===== src/rtl/micro_tile_switch_ctrl_if.sv =====
// Request/status bundle between the tile-select controller and its requester.
// The slave side is the controller; the master side issues switch requests.
interface micro_tile_switch_ctrl_if #(
  parameter int NUM_TILES = 4,
  parameter int SEL_W     = 2
);
  logic                 req_valid;
  logic [SEL_W-1:0]     req_sel;
  logic                 req_ready;
  logic [SEL_W-1:0]     active_sel;
  logic [NUM_TILES-1:0] tile_clk_en;
  logic [NUM_TILES-1:0] tile_rst_n;
  logic                 busy;
  logic                 done;
  logic                 err;

  modport master (
    output req_valid, req_sel,
    input  req_ready, active_sel, tile_clk_en, tile_rst_n, busy, done, err
  );

  modport slave (
    input  req_valid, req_sel,
    output req_ready, active_sel, tile_clk_en, tile_rst_n, busy, done, err
  );
endinterface


===== src/rtl/micro_tile_switch_ctrl.sv =====
// Tile select sequencer: owns the active tile index, per-tile clock enables and resets,
// and walks quiesce -> gate -> switch -> wake so the select never moves under a running clock.
module micro_tile_switch_ctrl #(
  parameter int NUM_TILES = 4,
  parameter int SEL_W     = 2,
  parameter int RST_HOLD  = 4,
  parameter int GUARD     = 2
) (
  input  logic                           i_clk,
  input  logic                           i_rst_n,
  micro_tile_switch_ctrl_if.slave        io_sw
);
  localparam int CNT_MAX = (RST_HOLD > GUARD) ? RST_HOLD : GUARD;
  localparam int CNT_W   = (CNT_MAX > 1) ? $clog2(CNT_MAX) : 1;

  typedef enum logic [2:0] {S_IDLE, S_QUIESCE, S_GATE, S_SWITCH, S_WAKE} state_t;

  state_t               r_state, w_state_next;
  logic [CNT_W-1:0]     r_cnt, w_cnt_next;
  logic [SEL_W-1:0]     r_target;
  logic [SEL_W-1:0]     r_active_sel, w_active_sel_next;
  logic [NUM_TILES-1:0] r_clk_en, w_clk_en_next;
  logic [NUM_TILES-1:0] r_tile_rst_n, w_tile_rst_n_next;
  logic [NUM_TILES-1:0] w_oh_cur, w_oh_next;
  logic                 r_req_ready, w_req_ready_next;
  logic                 r_busy, w_busy_next;
  logic                 r_done, w_done_next;
  logic                 r_err, w_err_next;
  logic                 w_accept, w_sel_illegal, w_sel_same;

  assign w_accept      = io_sw.req_valid & r_req_ready;
  assign w_sel_illegal = 32'(io_sw.req_sel) >= NUM_TILES;
  assign w_sel_same    = (io_sw.req_sel == r_active_sel);

  // The select only ever moves on the SWITCH -> WAKE edge, while every clock is gated.
  assign w_active_sel_next = (r_state == S_SWITCH) ? r_target : r_active_sel;

  for (genvar gi = 0; gi < NUM_TILES; gi++) begin : g_onehot
    assign w_oh_cur[gi]  = (r_active_sel == SEL_W'(gi));
    assign w_oh_next[gi] = (w_active_sel_next == SEL_W'(gi));
  end

  always_ff @(posedge i_clk or negedge i_rst_n) begin
    if (!i_rst_n) begin
      r_state  <= S_WAKE;
      r_cnt    <= '0;
      r_target <= '0;
    end else begin
      r_state <= w_state_next;
      r_cnt   <= w_cnt_next;
      if (w_accept && !w_sel_illegal) begin
        r_target <= io_sw.req_sel;
      end
    end
  end

  always_comb begin
    w_state_next = r_state;
    case (r_state)
      S_IDLE: begin
        if (w_accept && !w_sel_illegal) begin
          w_state_next = w_sel_same ? S_WAKE : S_QUIESCE;
        end
      end
      S_QUIESCE: if (r_cnt == CNT_W'(RST_HOLD - 1)) w_state_next = S_GATE;
      S_GATE:    if (r_cnt == CNT_W'(GUARD - 1))    w_state_next = S_SWITCH;
      S_SWITCH:  w_state_next = S_WAKE;
      S_WAKE:    if (r_cnt == CNT_W'(RST_HOLD - 1)) w_state_next = S_IDLE;
      default:   w_state_next = S_IDLE;
    endcase
    // Duration counter restarts on every state entry and stays parked in IDLE.
    w_cnt_next = ((w_state_next != r_state) || (r_state == S_IDLE)) ? '0 : r_cnt + 1'b1;
  end

  always_comb begin
    w_clk_en_next     = '0;
    w_tile_rst_n_next = '0;
    case (w_state_next)
      S_IDLE: begin
        w_clk_en_next     = w_oh_next;
        w_tile_rst_n_next = w_oh_next;
      end
      S_QUIESCE: w_clk_en_next = w_oh_cur;
      S_WAKE:    w_clk_en_next = w_oh_next;
      default:   w_clk_en_next = '0;
    endcase
    w_req_ready_next = (w_state_next == S_IDLE);
    w_busy_next      = (w_state_next != S_IDLE);
    w_done_next      = (r_state == S_WAKE) && (w_state_next == S_IDLE);
    w_err_next       = (r_state == S_IDLE) && w_accept && w_sel_illegal;
  end

  always_ff @(posedge i_clk or negedge i_rst_n) begin
    if (!i_rst_n) begin
      r_active_sel <= '0;
      r_clk_en     <= NUM_TILES'(1);
      r_tile_rst_n <= '0;
      r_req_ready  <= 1'b0;
      r_busy       <= 1'b1;
      r_done       <= 1'b0;
      r_err        <= 1'b0;
    end else begin
      r_active_sel <= w_active_sel_next;
      r_clk_en     <= w_clk_en_next;
      r_tile_rst_n <= w_tile_rst_n_next;
      r_req_ready  <= w_req_ready_next;
      r_busy       <= w_busy_next;
      r_done       <= w_done_next;
      r_err        <= w_err_next;
    end
  end

  assign io_sw.active_sel  = r_active_sel;
  assign io_sw.tile_clk_en = r_clk_en;
  assign io_sw.tile_rst_n  = r_tile_rst_n;
  assign io_sw.req_ready   = r_req_ready;
  assign io_sw.busy        = r_busy;
  assign io_sw.done        = r_done;
  assign io_sw.err         = r_err;
endmodule


===== src/flat_wrapper.sv =====
// flat-port wrapper written by rule: the top's interface ports become plain ports
module micro_tile_switch_ctrl_flat 
#(
  parameter int NUM_TILES = 4,
  parameter int SEL_W     = 2,
  parameter int RST_HOLD  = 4,
  parameter int GUARD     = 2
)
  (i_clk, i_rst_n, io_sw_req_valid, io_sw_req_sel, io_sw_req_ready, io_sw_active_sel, io_sw_tile_clk_en, io_sw_tile_rst_n, io_sw_busy, io_sw_done, io_sw_err);
  micro_tile_switch_ctrl_if #(.NUM_TILES(NUM_TILES), .SEL_W(SEL_W)) io_sw_i ();
  input  logic i_clk;
  input  logic i_rst_n;
  input wire logic [$bits(io_sw_i.req_valid)-1:0] io_sw_req_valid;
  input wire logic [$bits(io_sw_i.req_sel)-1:0] io_sw_req_sel;
  output wire logic [$bits(io_sw_i.req_ready)-1:0] io_sw_req_ready;
  output wire logic [$bits(io_sw_i.active_sel)-1:0] io_sw_active_sel;
  output wire logic [$bits(io_sw_i.tile_clk_en)-1:0] io_sw_tile_clk_en;
  output wire logic [$bits(io_sw_i.tile_rst_n)-1:0] io_sw_tile_rst_n;
  output wire logic [$bits(io_sw_i.busy)-1:0] io_sw_busy;
  output wire logic [$bits(io_sw_i.done)-1:0] io_sw_done;
  output wire logic [$bits(io_sw_i.err)-1:0] io_sw_err;
  assign io_sw_i.req_valid = io_sw_req_valid;
  assign io_sw_i.req_sel = io_sw_req_sel;
  assign io_sw_req_ready = io_sw_i.req_ready;
  assign io_sw_active_sel = io_sw_i.active_sel;
  assign io_sw_tile_clk_en = io_sw_i.tile_clk_en;
  assign io_sw_tile_rst_n = io_sw_i.tile_rst_n;
  assign io_sw_busy = io_sw_i.busy;
  assign io_sw_done = io_sw_i.done;
  assign io_sw_err = io_sw_i.err;
  micro_tile_switch_ctrl #(.NUM_TILES(NUM_TILES), .SEL_W(SEL_W), .RST_HOLD(RST_HOLD), .GUARD(GUARD)) u_core (.i_clk(i_clk), .i_rst_n(i_rst_n), .io_sw(io_sw_i));
endmodule

===== config.mk =====
export PLATFORM = sky130hd
export DESIGN_NAME = micro_tile_switch_ctrl_flat
export DESIGN_NICKNAME = d
export VERILOG_FILES = /design/src/rtl/micro_tile_switch_ctrl_if.sv /design/src/rtl/micro_tile_switch_ctrl.sv /design/src/flat_wrapper.sv
export SDC_FILE = /design/constraint.sdc
export NUM_CORES = 1
export LEC_CHECK = 0
export ABC_CLOCK_PERIOD_IN_PS = 1750
export BUFFER_PORTS_ARGS = -buffer_cell sky130_fd_sc_hd__buf_2
export CAP_MARGIN = 10
export CORE_MARGIN = 2
export CORE_UTILIZATION = 45
export DETAILED_ROUTE_END_ITERATION = 8
export HOLD_SLACK_MARGIN = 0.08
export PLACE_DENSITY = 0.74
export SYNTH_ARGS = -nofsm -noshare
export SYNTH_HDL_FRONTEND = slang
export SYNTH_SLANG_ARGS = --single-unit
export TNS_END_PERCENT = 1

===== constraint.sdc =====
create_clock -name i_clk -period 1.75 [get_ports i_clk]
set_input_delay 0.175 -clock i_clk [delete_from_list [all_inputs] [get_ports i_clk]]
set_output_delay 0.175 -clock i_clk [all_outputs]
set_load 0.02 [all_outputs]

==> run metrics <==
outcome completed; Adder-Cell Fraction of Synth Area 0.0272; RSZ-0062 raised after global routing false; post-synthesis simple-gate area fraction 0.185; global route total overflow 0; clock period minus worst slack 1.71 ns; Pre-antenna DRT Iters 4; sequential-to-total area share from yosys stat 0.548; Synthesized Nets 81; Final Power 2.04 mW; length of routed wiring on met1 701 µm; Post-Syn Area per Cell 12.4 µm²; placeable core region 1940 µm²; ys flop type dfrtp_1; Synth Area in XOR/XNOR 0.0190; async set-reset flop share out of synthesis 1.00; largest net degree at the start of global routing 21; warnings from Yosys 0; met3 WL 66 µm; initial antenna violation count 0; metal2 WL 788 µm; Clock Tree Buf Depth 2; total track usage 0.146; post-synthesis cell count 74; die area 2420 µm²; CTS sink count 20; Max FO, Critical Path 5; post-synthesis mux area share 0.0531; latest clock arrival within the worst-skew pair 0.30 ns; leakage 0.562 nW; drt drc 0; drt total wl 1580 µm; detailed-route wire length per cell 12.8 µm; synthesis-to-layout area growth 19.0%; Std-Cell Rows 16; Worst EP required 1.93 ns; IO Pins 19; crit path launch type flop; clk_skew 0.00308 ns; Tcrit/Tclk final 0.976; max_cap viols 0; Post-DRT Antenna Nets 0; ratio of cells with drive above 1 in the final layout 0.406; first-pass GRT wire length 2650 µm; Initial Util 0.474; final setup vio count 0; Top Layer Used met4; vias in the first global route 611; nets@finish 104; Chip Height 49.2 µm; Syn Std Cell Area 920 µm²; critical path class reg -> reg; Die Wd 49.2 µm; Hold Path Class in -> reg; PortBufs 17; largest family of logic cells by synthesized area simple AND/OR/NAND/NOR gates; setup TNS 0 ns; DRT iter0 DRCs 26; element type at the critical path end flop; Fmax 0.585 GHz; max-slew violations 0; Via Count 645; VDD IR max 0.921 mV; PwrDens 1860 nW/µm²; Final WS setup 0.0419 ns; Root Buffer clkbuf_4; Vias/cell 5.24; Placer Congestion 0.800; placed cell count 117; Reg clk slew, reported paths 0.11 ns; #FFs+latches synth 20; Compound-Gate Fraction of Synth Area 0.127; Crit path arrival time 1.89 ns; Antenna Cells 0; Hold WS 0.125 ns; H-Tree Depth 1; post-route insts no fill 123; Yosys cell types 34; final count of hold timing violations 0; TritonCTS clock tree yes; TritonCTS buffer count 3; number of flops mapped to enable cells by yosys 0; Post-DP HPWL 1130 µm; Place WS 0.00931 ns
==> layout make-up <==
| cell class | count | area, µm² |
|---|---|---|
| clock buffers | 4 | 36.3 |
| fillers | 183 | 847 |
| inverters | 4 | 15.0 |
| multi-input cells | 48 | 395 |
| flip-flops and latches | 20 | 504 |
| well taps | 27 | 33.8 |
| repair buffers | 20 | 110 |
==> routing by layer <==
layer / GRT usage / up-vias
met5: 0 / -
met2: 0.250 / 20
met3: 0.0276 / 2
met4: 0.0714 / 0
li1: - / 308
met1: 0.175 / 315
==> path summary, 6_finish.rpt <==
| kind | endpoint | cells past startpoint | from | slack, ns |
|---|---|---|---|---|
| worst max-delay path | u_core.io_sw.tile_clk_en[2] | 5 | u_core.r_cnt[0] | 0.04 |
| worst min-delay path | u_core.r_target[0] | 2 | io_sw_req_sel[0] | 0.13 |
| worst max register to register | u_core.io_sw.tile_clk_en[2] | 5 | u_core.r_cnt[0] | 0.04 |
| worst min register to register | u_core.r_cnt[0] | 1 | u_core.r_cnt[0] | 0.49 |
| max in group asynchronous | u_core.io_sw.tile_clk_en[0] | 2 | i_rst_n | 1.08 |
| min in group asynchronous | u_core.io_sw.req_ready | 2 | i_rst_n | 0.33 |
==> kinds of logic (layout without fill, tap and decap cells) <==
group,count (synthesis),in the layout
other,1,1
DFF,20,20
buffers and inverters,6,28
AOI/OAI and AO/OA,14,14
adders and majority gates,2,2
muxes,4,4
and+or+nand+nor,25,25
xor gates and xnor gates,2,2
==> critical path: stages (launching register included) <==
cell	delay [ns]
dfrtp_1	0.42
ha_2	0.23
or4b_4	0.53
o21a_1	0.15
o311ai_2	0.12
o32ai_1	0.14
==> repair_timing <==
item / CTS / global route
endpoints found under the setup margin: 3 / 3
buffers inserted: 0 / 1
hold endpoints to repair: 17 / 0
hold buffers: 1 / 0
gates resized for setup: 1 / 2
==> power breakdown <==
group / total (mW) / switching, mW / internal (mW)
logic: 0.970 / 0.558 / 0.413
registers: 0.803 / 0.144 / 0.659
clock network: 0.265 / 0.138 / 0.127
total: 2.04 / 0.840 / 1.20
==> synthesized netlist by cell type, types with 2 or more instances <==
master,instances,area (µm²)
a21o_1,2,15.0
dfstp_2,3,78.8
nand2_1,3,11.3
a21oi_1,2,10.0
inv_1,4,15.0
nand2b_1,2,12.5
mux2_2,3,33.8
nor2_1,7,26.3
ha_1,2,25.0
xnor2_1,2,17.5
dfrtp_1,17,425
o32ai_1,4,35.0
nand3_1,2,10.0
==> metrics by stage <==
step / area, µm² / util
after global routing: 1090 / 0.564
after floorplan: 920 / -
after CTS: 1080 / 0.554
after detailed placement: 1030 / 0.529
final: 1090 / 0.564
after global placement: 1030 / 0.529
==> layout by cell type, fill, tap and decap left out, types with 2 or more instances in the layout <==
cell / instances
nand3_1: 2
a21oi_1: 2
dfrtp_1: 17
mux2_2: 3
xnor2_1: 2
nand2b_1: 2
buf_4: 2
clkbuf_4: 3
a21o_1: 2
inv_1: 4
nor2_1: 7
nand2_1: 3
buf_2: 17
dfstp_2: 3
o32ai_1: 3
==> registers in the layout, summed over array words and instances (netlist names) <==
signal and count:
u_core.io_sw.tile_rst_n 4, u_core.io_sw.busy 1, u_core.io_sw.done 1, u_core.r_target 2, u_core.r_cnt 2, u_core.io_sw.active_sel 2
u_core.io_sw.req_ready 1, u_core.r_state 3, u_core.io_sw.tile_clk_en 4
Note: power is estimated with default switching activity, not from simulation.
